--- config.mk ---
export PLATFORM = sky130hd
export DESIGN_NAME = mem_bus_arbiter
export DESIGN_NICKNAME = d
export VERILOG_FILES = /design/src/rtl/bus_pkg.sv /design/src/rtl/rr_pick.sv /design/src/rtl/mem_bus_arbiter.sv
export SDC_FILE = /design/constraint.sdc
export NUM_CORES = 1
export LEC_CHECK = 0
export CORE_AREA = 3 3 108 110
export CTS_CLUSTER_DIAMETER = 100
export DETAILED_ROUTE_END_ITERATION = 10
export DIE_AREA = 0 0 111 113
export PLACE_DENSITY = 0.62
export SLEW_MARGIN = 20
export SYNTH_ARGS = -nofsm -noshare
export SYNTH_HDL_FRONTEND = slang
export SYNTH_SLANG_ARGS = --single-unit
--- constraint.sdc ---
create_clock -name clk -period 2.8 [get_ports clk]
set_input_delay 0.84 -clock clk [delete_from_list [all_inputs] [get_ports clk]]
set_output_delay 0.84 -clock clk [all_outputs]
set_load 0.01 [all_outputs]
--- src/rtl/bus_pkg.sv ---
// Shared native-bus definitions for the memory bus arbiter and its helpers.
// Holds field widths, the default error read data and the arbiter state enum.
package bus_pkg;

    localparam int ADDR_W = 32;
    localparam int DATA_W = 32;
    localparam int STRB_W = 4;

    localparam logic [DATA_W-1:0] ERR_DATA_DEFAULT = 32'hDEAD_BEEF;

    typedef enum logic {
        IDLE = 1'b0,
        BUSY = 1'b1
    } bus_state_e;

    // Index width for n requesters; a single requester still needs one bit.
    function automatic int idx_width(input int n);
        return (n > 1) ? $clog2(n) : 1;
    endfunction

endpackage

--- src/rtl/rr_pick.sv ---
// Combinational round-robin priority encoder: picks the first request at or
// after ptr_i in cyclic order. Kept generic so IRQ arbitration can reuse it.
module rr_pick import bus_pkg::*; #(
    parameter int N     = 2,
    parameter int IDX_W = idx_width(N)
) (
    input  logic [N-1:0]     req_i,
    input  logic [IDX_W-1:0] ptr_i,
    output logic [N-1:0]     gnt_o,
    output logic [IDX_W-1:0] idx_o,
    output logic             any_o
);

    int pos;

    always_comb begin
        gnt_o = '0;
        idx_o = '0;
        any_o = 1'b0;
        pos   = 0;
        for (int k = 0; k < N; k++) begin
            // ptr_i is always below N, so one subtraction wraps the position.
            pos = int'(ptr_i) + k;
            if (pos >= N) begin
                pos = pos - N;
            end
            if (!any_o && req_i[pos]) begin
                gnt_o[pos] = 1'b1;
                idx_o      = IDX_W'(pos);
                any_o      = 1'b1;
            end
        end
    end

endmodule

--- src/rtl/mem_bus_arbiter.sv ---
// Round-robin arbiter sharing the native peripheral bus between several
// masters, with a watchdog that completes stuck transactions as bus errors.
module mem_bus_arbiter import bus_pkg::*; #(
    parameter int                 NUM_MASTERS = 2,
    parameter int                 TIMEOUT     = 255,
    parameter logic [DATA_W-1:0]  ERR_DATA    = ERR_DATA_DEFAULT,
    localparam int                IDX_W       = idx_width(NUM_MASTERS)
) (
    input  logic                          clk,
    input  logic                          reset,

    input  logic [NUM_MASTERS-1:0]        m_valid,
    input  logic [NUM_MASTERS-1:0]        m_instr,
    input  logic [ADDR_W*NUM_MASTERS-1:0] m_addr,
    input  logic [DATA_W*NUM_MASTERS-1:0] m_wdata,
    input  logic [STRB_W*NUM_MASTERS-1:0] m_wstrb,
    output logic [NUM_MASTERS-1:0]        m_ready,
    output logic [DATA_W-1:0]             m_rdata,

    output logic                          s_valid,
    output logic                          s_instr,
    output logic [ADDR_W-1:0]             s_addr,
    output logic [DATA_W-1:0]             s_wdata,
    output logic [STRB_W-1:0]             s_wstrb,
    input  logic                          s_ready,
    input  logic [DATA_W-1:0]             s_rdata,

    output logic [NUM_MASTERS-1:0]        grant,
    output logic                          bus_error,
    output logic [IDX_W-1:0]              err_master,
    output bus_state_e                    dbg_state
);

    // Handshake: a master raises m_valid and holds it with stable fields until
    // it sees a one-cycle m_ready; the slave completes by raising s_ready while
    // s_valid is high. A transfer happens only on a cycle where both are high.

    localparam int TMR_W = $clog2(TIMEOUT + 1);

    bus_state_e               state_q, state_d;
    logic [NUM_MASTERS-1:0]   grant_q, grant_d;
    logic [IDX_W-1:0]         gidx_q, gidx_d;
    logic [IDX_W-1:0]         rr_ptr_q, rr_ptr_d;
    logic [TMR_W-1:0]         timer_q, timer_d;
    logic [IDX_W-1:0]         err_master_q, err_master_d;

    logic [NUM_MASTERS-1:0]   pick_gnt;
    logic [IDX_W-1:0]         pick_idx;
    logic                     pick_any;
    logic                     g_valid;
    logic                     timed_out;
    logic [IDX_W-1:0]         next_ptr;

    rr_pick #(
        .N     (NUM_MASTERS),
        .IDX_W (IDX_W)
    ) u_rr_pick (
        .req_i (m_valid),
        .ptr_i (rr_ptr_q),
        .gnt_o (pick_gnt),
        .idx_o (pick_idx),
        .any_o (pick_any)
    );

    always_ff @(posedge clk) begin
        if (reset) begin
            state_q      <= IDLE;
            grant_q      <= '0;
            gidx_q       <= '0;
            rr_ptr_q     <= '0;
            timer_q      <= '0;
            err_master_q <= '0;
        end else begin
            state_q      <= state_d;
            grant_q      <= grant_d;
            gidx_q       <= gidx_d;
            rr_ptr_q     <= rr_ptr_d;
            timer_q      <= timer_d;
            err_master_q <= err_master_d;
        end
    end

    assign g_valid   = |(m_valid & grant_q);
    // timer_q counts BUSY cycles including the current one, so TIMEOUT=N
    // fires on the Nth BUSY cycle.
    assign timed_out = (timer_q == TMR_W'(TIMEOUT));
    assign next_ptr  = (int'(gidx_q) == NUM_MASTERS - 1) ? '0 : gidx_q + IDX_W'(1);

    always_comb begin
        state_d      = state_q;
        grant_d      = grant_q;
        gidx_d       = gidx_q;
        rr_ptr_d     = rr_ptr_q;
        timer_d      = timer_q;
        err_master_d = err_master_q;
        s_valid      = 1'b0;
        m_ready      = '0;
        m_rdata      = s_rdata;
        bus_error    = 1'b0;
        err_master   = err_master_q;

        case (state_q)
            IDLE: begin
                if (pick_any) begin
                    state_d = BUSY;
                    grant_d = pick_gnt;
                    gidx_d  = pick_idx;
                    timer_d = TMR_W'(1);
                end
            end
            BUSY: begin
                s_valid = g_valid;
                if (!g_valid) begin
                    // Master withdrew: abandon silently, fairness pointer kept.
                    state_d = IDLE;
                    grant_d = '0;
                    timer_d = '0;
                end else if (s_ready) begin
                    m_ready  = grant_q;
                    state_d  = IDLE;
                    grant_d  = '0;
                    timer_d  = '0;
                    rr_ptr_d = next_ptr;
                end else if (timed_out) begin
                    s_valid      = 1'b0;
                    m_ready      = grant_q;
                    m_rdata      = ERR_DATA;
                    bus_error    = 1'b1;
                    err_master   = gidx_q;
                    err_master_d = gidx_q;
                    state_d      = IDLE;
                    grant_d      = '0;
                    timer_d      = '0;
                    rr_ptr_d     = next_ptr;
                end else begin
                    timer_d = timer_q + TMR_W'(1);
                end
            end
            default: begin
                state_d = IDLE;
                grant_d = '0;
                timer_d = '0;
            end
        endcase
    end

    // Slave-side fields follow the registered grant only; idle drives zeros.
    always_comb begin
        s_instr = 1'b0;
        s_addr  = '0;
        s_wdata = '0;
        s_wstrb = '0;
        if (state_q == BUSY) begin
            for (int i = 0; i < NUM_MASTERS; i++) begin
                if (gidx_q == IDX_W'(i)) begin
                    s_instr = m_instr[i];
                    s_addr  = m_addr[ADDR_W*i +: ADDR_W];
                    s_wdata = m_wdata[DATA_W*i +: DATA_W];
                    s_wstrb = m_wstrb[STRB_W*i +: STRB_W];
                end
            end
        end
    end

    assign grant     = grant_q;
    assign dbg_state = state_q;

endmodule

==> results <==
- Dividing the detail-routed wire length by the instance count gives 16.1 um.
- Sorting the synthesized cells by how often they occur yields sky130_fd_sc_hd__nor2_1 (73), sky130_fd_sc_hd__mux2i_1 (69), sky130_fd_sc_hd__or2_2 (25).
- For this run, the number of Yosys warnings is 0.
- For the worst-skew pair, the clock arrives at the later sink with an insertion delay of 0.24 ns.
- The repair_antennas step left the layout with diodes totalling 0.
- The combined global-route utilization of all metal layers is 16.8%.
- Measured against the total synthesized area, the mux share comes to 36.8%.
- The launch instance of the worst min-delay path is timer_q[1]$_SDFFE_PP0P_.
- Counting flops with an async set or reset pin after synthesis yields a share of 0%.
- The number of different library cells in the post-synthesis netlist is 38.
- The count of buffer and inverter cells on the critical path is 5.
- Summing the areas of all and, or, nand and nor instances in the mapped netlist gives 35.1% of the synthesized area.
- The first global-routing pass estimated 17000 um of wire.
- Relative to the synthesized area, the layout overhead comes to 176%.
- The synthesized netlist cell count is 264.
- The highest attainable clock frequency is 0.350 GHz.
- The worst pin sits at a relative slew slack of 70.9%.
- The number of buffers inserted by hold repair at cts is 0.
- sky130_fd_sc_hd__mux2i_1 takes more of the synthesized area than any other cell.
- The overall die height is 113 um.
- The total iterations of the first detailed-routing run is 4.
- The net count of the finished layout is 743.
- Detailed routing inserted a total of 3089 vias.
- The number of placed cells counting well taps is 693.
- The setup total negative slack is -1.29 ns.
- In this run the core area contains 38 standard-cell rows.
- The dominant combinational cell family by area after synthesis is multiplexers.
- Setup repair after global routing could not meet its margin everywhere.
- The final setup violation count is 28.
- Summing the areas of all xor and xnor instances in the mapped netlist gives 2.30% of the synthesized area.
- For this block, the initial DRC count from the detailed router was 126.
- Synthesis produced a netlist with a net count of 440.
- The slowest stage of the critical path belongs to the cell sky130_fd_sc_hd__a22oi_2.
- The required time at the worst-slack endpoint is 1.96 ns.
- After legalization and detailed placement, the total HPWL measured 9600 um.
- The time the worst path needs with I/O delays and setup is 2.86 ns.
- The number of antenna violations at the first check in global routing is 0.
- In this design, the critical path's most frequently occurring cell is sky130_fd_sc_hd__buf_6.
- Once the floorplan was initialized, standard cells occupied 17.7% of the core.
- In this design, the stage delay of the slowest critical-path cell is 0.23 ns.
- The placer's final routability congestion estimate is 0.883.
- The clock slew at the register clock pins of the worst setup and hold paths is 0.06 ns.
- The kind of cell adding the most delay to the critical path is buffers and inverters.
- Of the total synthesized cell area, the portion taken by full adders, half adders and majority gates is 0.656%.
- The worst setup path is captured at an output pin.
- The remaining routing DRC violations is 0.
- Clock skew on the completed layout was measured at 0.000562 ns.
- The minimum setup slack in the final design is -0.0555 ns.
- The flow ran to the end, but the final reports show violations.
- The share of the Yosys chip area taken by registers is 14.7%.
- Summing the areas of all compound-gate instances in the mapped netlist gives 5.64% of the synthesized area.
- The setup slack of the most critical reg-to-reg path is 0.98 ns.
- Once detail routing completed, the nets flagged for antenna violations numbered 0.
- Of the post-synthesis cell area, the dominant cell type holds 36.2%.
- The number of flip-flops and latches in the synthesized netlist is 14.
- The share of layout cells above drive strength 1 is 20.0%.
- The die extent in x is 111 um.
- The worst hold path belongs to the class reg -> reg.
- At the pin with the least slew margin, the transition time is 0.434 ns.
- The first element of the critical path is m_valid[1].
- Summing internal, switching and leakage power gives 1090 uW.
- For this design the static power due to leakage is 0.00233 uW.
- The number of enable-type register cells in the synthesized netlist is 0.
- The per-instance average area after synthesis is 7.22 um^2.
- STA classifies the critical path startpoint as a primary input.
- The layout has 1088 filler cells.
- Dividing the final minimum period by the clock period gives 102%.
- The largest net degree at the start of global routing is 44.
- The maximum level of the CTS H-tree is 1.
- Walking the worst path, the cells encountered are buf_4 -> a22oi_2 -> nor4_4 -> buf_6 -> buf_12 -> buf_16 -> or2_4 -> buf_6.
- 284 I/O pins were placed.
- After synthesis, the cell types taking the most area are sky130_fd_sc_hd__mux2i_1 (36%), sky130_fd_sc_hd__dfxtp_1 (15%), sky130_fd_sc_hd__nor2_1 (14%), sky130_fd_sc_hd__or2_2 (8.2%), sky130_fd_sc_hd__nor3_1 (2.4%).
- Counting along the longest clock path gives a buffer depth of 2.
- The floorplan step defined a die boundary enclosing 0.0125 mm^2.
- The total CTS buffers is 3.
- After detailed routing, the number of vias per cell comes to 4.38.
- The tool flagged a number of max-cap violations equal to 0.
- The startpoint of the lowest-slack register-to-register path is timer_q[3]$_SDFFE_PP0P_.
- The predominant post-synthesis flop cell is sky130_fd_sc_hd__dfxtp_1.
- The routed wire length is 11400 um.
- The clock tree from TritonCTS is built.
- The finished layout holds 706 standard cells, fillers aside.
- The core footprint is 0.0108 mm^2.
- In this run the tool buffered the top-level ports with 283 buffer cells.
- The final hold violation count is 0.
- The final global-route overflow total is 0.
- IR analysis of the VDD net gives a maximum drop of 134 uV.
- Yosys instantiated no cell more often than sky130_fd_sc_hd__nor2_1.
- The via count of the first global-routing pass is 3149.
- The endpoint arrival time on the critical path is 2.02 ns.
- The clock drives 14 sinks.
- The final count of pins violating max slew is 0.
- Before CTS, the worst setup slack after placement is -0.845 ns.
- The total standard cell area after synthesis is 0.00191 mm^2.
- Of all nets on the critical path, the largest fanout is 6.
- In this run the power density over the cells is 207 mW/mm^2.
- The root buffer cell chosen for the clock tree is sky130_fd_sc_hd__clkbuf_8.
- The checks that failed: negative setup slack.
- The start-to-end type of the worst setup path is in -> out.
[metal layers]
layer / track usage [%] / wire, um
met1: 17.9 / 4090
met2: 33.5 / 6210
met3: 4.55 / 983
met4: 2.13 / 103
met5: 0 / 0
[cell type report]
| class | count | area [um^2] | area share (%) |
|---|---|---|---|
| multi-input cells | 228 | 1620 | 30.8 |
| well taps | 140 | 175 | 3.32 |
| flip-flops and latches | 14 | 284 | 5.39 |
| repair buffers | 318 | 3130 | 59.3 |
| clock buffers | 4 | 55.1 | 1.04 |
| inverters | 2 | 7.51 | 0.142 |
[tightest hold or removal path: cells and delay by family (launching register included)]
kind            cells  cell delay [ns]
simple gates        1             0.07
compound gates      1             0.07
flops               1             0.35
[registers in the layout (all words and copies together), names as in the netlist]
| register | count |
|---|---|
| dbg_state | 1 |
| gidx_q | 1 |
| grant | 2 |
| timer_q | 8 |
| rr_ptr_q | 1 |
| err_master_q | 1 |
[per-stage QoR]
stage | utilization (%) | hold slack [ns] | area (um^2)
after floorplan | - | 0.471 | 1910
after CTS | 48.7 | 0.529 | 5260
after global placement | 47.0 | 0.496 | 5070
after global routing | 48.8 | 0.568 | 5270
after detailed placement | 47.0 | 0.518 | 5070
final | 48.8 | 0.530 | 5270
[report_power, final]
group          total [uW]  internal [uW]  switching, uW  leakage [uW]
clock                 195            124           70.9     0.0000288
combinational         677            433            243       0.00218
sequential            217            205           12.5      0.000115
[cell usage in the layout (no fill, tap or decap), drive strengths merged, types with 2 or more instances in the layout]
master         count
nor2b              4
nand2b             3
o21ai              2
nor3               9
buf               71
a21oi              4
nand3b             2
nand2              5
mux2i             69
clkdlybuf4s50    174
clkbuf             5
and3               2
nand3              3
nor2              73
dlygate4sd2       72
and2b              5
inv                2
xnor2              4
o22ai              2
dfxtp             14
or2               25
[path summary, 6_finish.rpt]
| check | end | depth (start not counted) |
|---|---|---|
| hold / removal | timer_q[1]$_SDFFE_PP0P_ | 2 |
| setup reg to reg | err_master_q$_SDFF_PP0_ | 7 |
| setup / recovery | m_rdata[1] | 8 |
| hold reg to reg | timer_q[1]$_SDFFE_PP0P_ | 2 |
[kinds of logic after synthesis]
family                   Yosys count
multiplexers                      70
AO/OA/AOI/OAI                     16
buffers and inverters             22
XOR/XNOR                           5
flip-flops                        14
adder cells (fa/ha/maj)            1
AND/OR/NAND/NOR                  136
[what timing repair did]
action                                  in CTS  in global routing
endpoints found under the hold margin        0                  0
cloned                                       3                  0
endpoints found under the setup margin     106                 32
setup buffers                                6                  0
pin swaps                                    2                  2
resized for setup                          278                  6
(Power assumes the default switching activity.)
